$ cat config.mk
export PLATFORM = sky130hd
export DESIGN_NAME = serial_frame_deserializer
export DESIGN_NICKNAME = d
export VERILOG_FILES = /design/src/rtl/serial_frame_pkg.sv /design/src/rtl/serial_frame_deserializer_out_skid_buffer.sv /design/src/rtl/serial_frame_deserializer.sv
export SDC_FILE = /design/constraint.sdc
export NUM_CORES = 1
export LEC_CHECK = 0
export ABC_AREA = 1
export CAP_MARGIN = 0
export CORE_MARGIN = 2
export CORE_UTILIZATION = 40
export DETAILED_ROUTE_END_ITERATION = 16
export PLACE_DENSITY = 0.69
export SYNTH_ARGS = -nofsm -noshare
export SYNTH_HDL_FRONTEND = slang
export SYNTH_SLANG_ARGS = --single-unit
$ cat constraint.sdc
create_clock -name clk -period 1.35 [get_ports clk]
set_clock_uncertainty 0.1 [all_clocks]
set_input_delay 0.27 -clock clk [delete_from_list [all_inputs] [get_ports clk]]
set_output_delay 0.27 -clock clk [all_outputs]
set_load 0.02 [all_outputs]
$ cat src/rtl/serial_frame_pkg.sv
// Shared types and helpers for the serial frame deserializer.
package serial_frame_pkg;

    typedef enum logic [1:0] {
        IDLE,
        DATA,
        PARITY,
        DELIVER
    } rx_state_t;

    localparam logic START_BIT  = 1'b1;
    localparam logic IDLE_LEVEL = 1'b0;

    // XOR-reduction of a word; callers zero-extend narrower data (words up to 32 bits).
    function automatic logic even_parity(input logic [31:0] data);
        return ^data;
    endfunction

endpackage

$ cat src/rtl/serial_frame_deserializer_out_skid_buffer.sv
// One-deep valid/ready output register holding the received word and its parity flag.
module out_skid_buffer #(
    parameter int unsigned WIDTH = 4
) (
    input  logic             clk,
    input  logic             reset,
    input  logic             load,
    input  logic [WIDTH-1:0] din,
    input  logic             din_err,
    input  logic             dout_ready,
    output logic [WIDTH-1:0] dout,
    output logic             dout_valid,
    output logic             parity_err,
    output logic             overrun
);

    logic [WIDTH-1:0] dout_q, dout_d;
    logic             valid_q, valid_d;
    logic             err_q, err_d;
    logic             space;

    // Load when empty or when the held word leaves this cycle; otherwise drop and flag.
    always_comb begin
        dout_d  = dout_q;
        valid_d = valid_q;
        err_d   = err_q;
        space   = !valid_q || dout_ready;
        overrun = 1'b0;
        if (load) begin
            if (space) begin
                dout_d  = din;
                err_d   = din_err;
                valid_d = 1'b1;
            end else begin
                overrun = 1'b1;
            end
        end else if (valid_q && dout_ready) begin
            valid_d = 1'b0;
        end
    end

    // Buffer state register.
    always_ff @(posedge clk or posedge reset) begin
        if (reset) begin
            dout_q  <= '0;
            valid_q <= 1'b0;
            err_q   <= 1'b0;
        end else begin
            dout_q  <= dout_d;
            valid_q <= valid_d;
            err_q   <= err_d;
        end
    end

    assign dout       = dout_q;
    assign dout_valid = valid_q;
    assign parity_err = err_q;

endmodule

$ cat src/rtl/serial_frame_deserializer.sv
// Framed serial receiver: start bit, WIDTH data bits, optional even-parity bit.
module serial_frame_deserializer
    import serial_frame_pkg::*;
#(
    parameter int unsigned WIDTH     = 4,
    parameter int unsigned PARITY_EN = 1
) (
    input  logic             clk,
    input  logic             reset,
    input  logic             bit_valid,
    input  logic             sin,
    input  logic             msb_first,
    output logic [WIDTH-1:0] dout,
    output logic             dout_valid,
    input  logic             dout_ready,
    output logic             parity_err,
    output logic             overrun,
    output logic             busy
);

    localparam int unsigned   CW       = $clog2(WIDTH + 1);
    localparam logic [CW-1:0] LAST_IDX = CW'(WIDTH - 1);
    localparam logic [CW-1:0] MAX_IDX  = CW'(WIDTH);

    rx_state_t        state_q, state_d;
    logic [CW-1:0]    cnt_q, cnt_d;
    logic [WIDTH-1:0] acc_q, acc_d;
    logic             msb_q, msb_d;
    logic             perr_q, perr_d;
    logic             load;

    // Next-state, accumulator and parity capture; only DELIVER ignores bit_valid.
    always_comb begin
        state_d = state_q;
        cnt_d   = cnt_q;
        acc_d   = acc_q;
        msb_d   = msb_q;
        perr_d  = perr_q;
        load    = 1'b0;
        unique case (state_q)
            IDLE: begin
                if (bit_valid && sin == START_BIT) begin
                    msb_d   = msb_first;
                    cnt_d   = '0;
                    acc_d   = '0;
                    perr_d  = 1'b0;
                    state_d = DATA;
                end
            end
            DATA: begin
                if (bit_valid) begin
                    if (cnt_q >= MAX_IDX) begin
                        state_d = IDLE;
                    end else begin
                        if (msb_q) acc_d = {acc_q[WIDTH-2:0], sin};
                        else       acc_d = {sin, acc_q[WIDTH-1:1]};
                        cnt_d = cnt_q + CW'(1);
                        if (cnt_q == LAST_IDX) state_d = (PARITY_EN != 0) ? PARITY : DELIVER;
                    end
                end
            end
            PARITY: begin
                if (bit_valid) begin
                    perr_d  = even_parity(32'(acc_q)) ^ sin;
                    state_d = DELIVER;
                end
            end
            DELIVER: begin
                load    = 1'b1;
                state_d = IDLE;
            end
            default: state_d = IDLE;
        endcase
    end

    // Receiver state register.
    always_ff @(posedge clk or posedge reset) begin
        if (reset) begin
            state_q <= IDLE;
            cnt_q   <= '0;
            acc_q   <= '0;
            msb_q   <= 1'b0;
            perr_q  <= 1'b0;
        end else begin
            state_q <= state_d;
            cnt_q   <= cnt_d;
            acc_q   <= acc_d;
            msb_q   <= msb_d;
            perr_q  <= perr_d;
        end
    end

    assign busy = (state_q != IDLE);

    out_skid_buffer #(
        .WIDTH(WIDTH)
    ) u_out_buf (
        .clk       (clk),
        .reset     (reset),
        .load      (load),
        .din       (acc_q),
        .din_err   ((PARITY_EN != 0) ? perr_q : 1'b0),
        .dout_ready(dout_ready),
        .dout      (dout),
        .dout_valid(dout_valid),
        .parity_err(parity_err),
        .overrun   (overrun)
    );

endmodule

* Yosys cells after proc, flatten, opt, wreduce, memory -nomap -nowiden
Index checks and enable logic that the tools add are counted.
W data, S select, Z words.
** Cells by class
- Add/subtract/negate cells :: 1
- Multipliers :: 0
- Divide/modulo/power cells :: 0
- Magnitude comparators :: 1
- Eq/ne operators :: 10
- Shift-type cells :: 0
- Mux-type cells :: 24
- Bitwise operators :: 1
- Reduce and logical (&&, ||, !) cells :: 16
** Operator list (number)
- $reduce_xor A32 Y1 :: 1
- $mux W4 :: 4
- $mux W2 :: 5
- $mux W3 :: 3
- $mux W1 :: 8
- $ne A2 B2 Y1 const B :: 4
- $pmux W2 S4 :: 1
- $pmux W4 S2 :: 1
- $reduce_and A4 Y1 :: 2
- $reduce_bool A2 Y1 :: 4
- $pmux W3 S2 :: 1
- $reduce_and A2 Y1 :: 3
- $eq A2 B2 Y1 const B :: 2
- $add A3 B1 Y3 const B :: 1
- $eq A3 B2 Y1 const B :: 1
- $ge A3 B3 Y1 const B :: 1
- $ne A3 B3 Y1 const B :: 1
- $reduce_and A3 Y1 :: 1
- $eq A2 B1 Y1 const B :: 1
- $logic_and A1 B1 Y1 :: 2
- $logic_not A2 Y1 :: 1
- $ne A2 B1 Y1 const B :: 1
- $pmux W1 S2 :: 1
- $logic_not A1 Y1 :: 1
- 2 further kinds :: 2
** Storage, ports and cells
- Flip-flop bits (word level) :: 17
- Latch bits :: 0
- RAM bits :: 0
- Memory bits (read-only) :: 0
- Bits of input ports :: 6
- Output and inout bits :: 8
- Word-level logic and storage cells :: 61
- Memories kept :: 0

* Logic depth before layout (Yosys ltp)
- Depth after elaboration :: 5
- Mapped depth :: 8
- Depth with buffers taken out :: 8

* Modules after synthesis
Synthesis repeated with hierarchy kept, for this count alone.
** Second synthesis, totals
- Cells, all modules :: 127
- Area, all modules :: 942.2 sq um
** By module, submodules not included
- serial_frame_deserializer :: times used 1, cells each 99, area an instance 698.2 sq um, seq. area each 275.3 sq um
- out_skid_buffer :: times used 1, cells each 28, area an instance 244.0 sq um, seq. area each 150.1 sq um

* Least setup slack after synthesis
OpenSTA, ideal clock, no wires.
- Path type :: reg-to-reg
- From :: reg with a tool-made name
- To :: reg cnt_q[1]
- Setup time :: 0.117 ns
- Arrival :: 1.039 ns
- Data required time :: 1.133 ns
- Setup slack :: 0.094 ns
- Cell stages (with the launch flop) :: 9
- Path buffers :: 0
- Period minus slack after synthesis :: 1.256 ns
- Cells stage by stage :: dfrtp_1 -> inv_1 -> nand2_2 -> nor2_1 -> nor2_1 -> nor2_4 -> inv_2 -> nand2_1 -> nand2_1
** RTL lines
- to (signal assigned) :: line serial_frame_deserializer.sv:86 : cnt_q <= cnt_d;
- to (decl) :: line serial_frame_deserializer.sv:26 : logic [CW-1:0] cnt_q, cnt_d;

==> results by group <==
Logic synthesis
  • Seq cells post-synth: 17
  • Mapped Area: about 910 µm²
  • Post-synthesis adder-cell area fraction: 4.12%
  • XOR/XNOR Fraction of Synth Area: 1.92%
  • Syn_area_per_cell: 7.54 µm²
  • Largest area contributor in the netlist: dfrtp_1
  • Combinational family with the most area after synthesis: simple AND/OR/NAND/NOR gates
  • Mux cell area share after synthesis: 1.10%
  • Synth Area in Compound Gates: 10.0%
  • Net Count, Synth: 130
  • Cells after Synth: 121
  • Post-synth top area share: 46.6%
  • Synth warn: 0
  • Synth area leaders: dfrtp_1, nand2_1, inv_1
  • Sequential fraction of the synthesis area: 46.6%
  • Simple-Gate Fraction of Synth Area: 28.4%
  • Distinct cells, synth: 19

Power
  • Sw frac: 43.6%
  • Total Power: 2.24 mW
  • Sequential Power Share: between 30% and 40%
  • Clock share of power: 12.5%
  • Internal: 1.26 mW
  • Logic pwr share: 53.0%
  • Switching pwr: around 1000 µW
  • Pleak: roughly 0.67 nW
  • Pwr Density: ~1700 mW/mm²
  • Max VDD drop: 815 µV

Routing
  • Wire per inst: 11.1 µm
  • Post-route DRC: 0
  • Avg Vias per Cell: 4.86
  • Total wire length: 2000 µm
  • Initial DRC count: 18
  • Total iterations of the first detailed-routing run: 4
  • Total number of vias: between 800 and 900
  • Antenna viol nets, final: 0

Clocking
  • CTS clk-pin slew, worst paths: 100 ps
  • Hold buffer count at CTS: 0
  • Clock Latency Late Sink: around 300 ps
  • Max H-tree Level: 1
  • Clock sinks: 17
  • Num CTS Buffers: 3
  • Clock Root Buffer: clkbuf_4
  • CTS max path bufs: 2
  • CTS tree: built

Floorplan
  • Die area: 0.00268 mm²
  • DIE HEIGHT: between 50 and 60 µm
  • Row count: 17
  • Initial Utilization: 41.6%
  • Die width: 51.8 µm
  • Core area: 0.00219 mm²
  • Ports: 14

Layout
  • Area grow syn2layout: 40.5%
  • Share of layout cells above drive strength 1: 28.1%
  • Antenna Cells: 0
  • Most common cell after layout, fill and taps aside: nand2_1
  • Most frequent cells in the layout: nand2_1, inv_1, dfrtp_1, buf_4, o21ai_0
  • Nets@finish: ~160

Timing
  • Worst relative slew slack: approximately 85%
  • Hold Vio Cnt, Final: 0
  • Period utilisation layout: 109%
  • Setup WS post-layout: -126 ps
  • Fin. max-slew vios: 0
  • Min cycle time layout: ~1500 ps
  • RSZ-0062 raised after global routing: yes
  • Fmax: 0.677 GHz
  • Slew @ Worst Pin: 219 ps
  • Final Setup Violations: 10
  • Hold_ws: between 150 and 200 ps

Hold path
  • Hold Crit Class: in -> async

Critical path
  • Worst path arrival time: 1110 ps
  • Crit. End Element: output port
  • WP data required: 980 ps
  • Kind of critical path: reg -> out
  • Worst reg2reg setup slack: -100 ps
  • Path depth of the worst reg2reg path: 8
  • CP Max Fanout: 4
  • Startpoint Class: flop
  • Worst R2R End: acc_q[2]

Global route
  • Number of global-route vias before repair: ~810
  • Global-route wire length before repair: 3270 µm
  • Antenna violations before repair: 0
  • GRT Overall Usage: 16.7%
  • Total gr overflow: 0
  • Pin count of the biggest net entering global routing: 18

Placed design
  • Number of port buffers: 13
  • DP HPWL: 1370 µm
  • Final GP Congestion: about 0.8

Status
  • Outcome: finished with violations
  • Failing checks: setup timing

Run
  • Max-Cap Viols: 0
==> kinds of logic (layout without fill, tap and decap cells) <==
group           count (synthesis)  in the layout
mux                             1              1
fa+ha+maj                       3              3
simple gates                   62             62
compound gates                 17             17
flops                          17             17
buf+inv                        19             51
xor+xnor                        2              2
==> worst max path at each step <==
stage                from  endpoint  depth (start not counted)
2_1_floorplan        flop  cnt_q[1]                          8
3_5_place_dp   dout_ready   overrun                          5
6_report             flop      busy                          3
4_1_cts              flop  cnt_q[1]                          9
5_1_grt              flop  acc_q[2]                          8
3_3_place_gp   dout_ready   overrun                          5
==> registers in the layout, indices dropped and copies added (netlist names), named ones only <==
signal / cells
acc_q: 4
u_out_buf.parity_err: 1
state_q: 1
cnt_q: 3
msb_q: 1
u_out_buf.dout_valid: 1
u_out_buf.dout: 4
perr_q: 1
==> cell type report <==
class	count	area, µm²
fillers	191	910
multi-input cells	85	480
flip-flops and latches	17	425
repair buffers	28	234
inverters	19	78.8
well taps	28	35.0
clock buffers	3	22.5
clock inverters	1	5.00
==> power groups by stage <==
stage          logic [mW]  registers, mW  clock network [mW]
2_1_floorplan       0.550          0.805                   0
3_3_place_gp        0.946          0.762                   0
3_5_place_dp        0.978          0.767                   0
4_1_cts              1.06          0.764               0.290
5_1_grt              1.31          0.788               0.312
6_report             1.19          0.769               0.281
==> Yosys cell counts <==
library cell and instances:
nand3_1 8, mux2i_1 1, inv_1 18, o211ai_1 1, ha_1 3, o21ai_0 10
a21oi_1 4, nand2_1 42, nor2_1 8, nand2_2 1, xnor2_1 1, dfrtp_1 17
o21ai_2 1, nand4_1 1, o21ai_1 1, inv_2 1, xor2_1 1, nand3b_1 1
nor2_4 1
==> worst max-delay path: stages, from the launching register on <==
cell and delay (ps):
dfrtp_1 440, nor2_2 170, inv_1 70, buf_6 130
==> stage by stage <==
step / setup slack, ps / cells / TNS [ps] / instance area [µm²] / utilization (%)
after floorplan: 93.9 / 121 / 0 / 912 / -
after global placement: -463 / 173 / -3410 / 1160 / 52.9
after detailed placement: -489 / 173 / -3900 / 1160 / 52.9
after CTS: -95.2 / 178 / -625 / 1230 / 56.3
after global routing: -180 / 181 / -1510 / 1280 / 58.5
final: -126 / 181 / -733 / 1280 / 58.5
==> metal layers <==
metal	vias up	routed length, µm	GRT usage, %
li1	445	-	-
met1	410	862	19.3
met2	20	1000	26.7
met3	4	98	4.31
met4	0	37	11.8
met5	-	0	0
==> timing repair <==
| item | 4_1_cts | 5_1_grt |
|---|---|---|
| setup endpoints to repair | 16 | 21 |
| gates resized for setup | 36 | 19 |
| pin swaps | 6 | 7 |
| setup buffers | 1 | 3 |
Power figures use the tool's default switching activity.
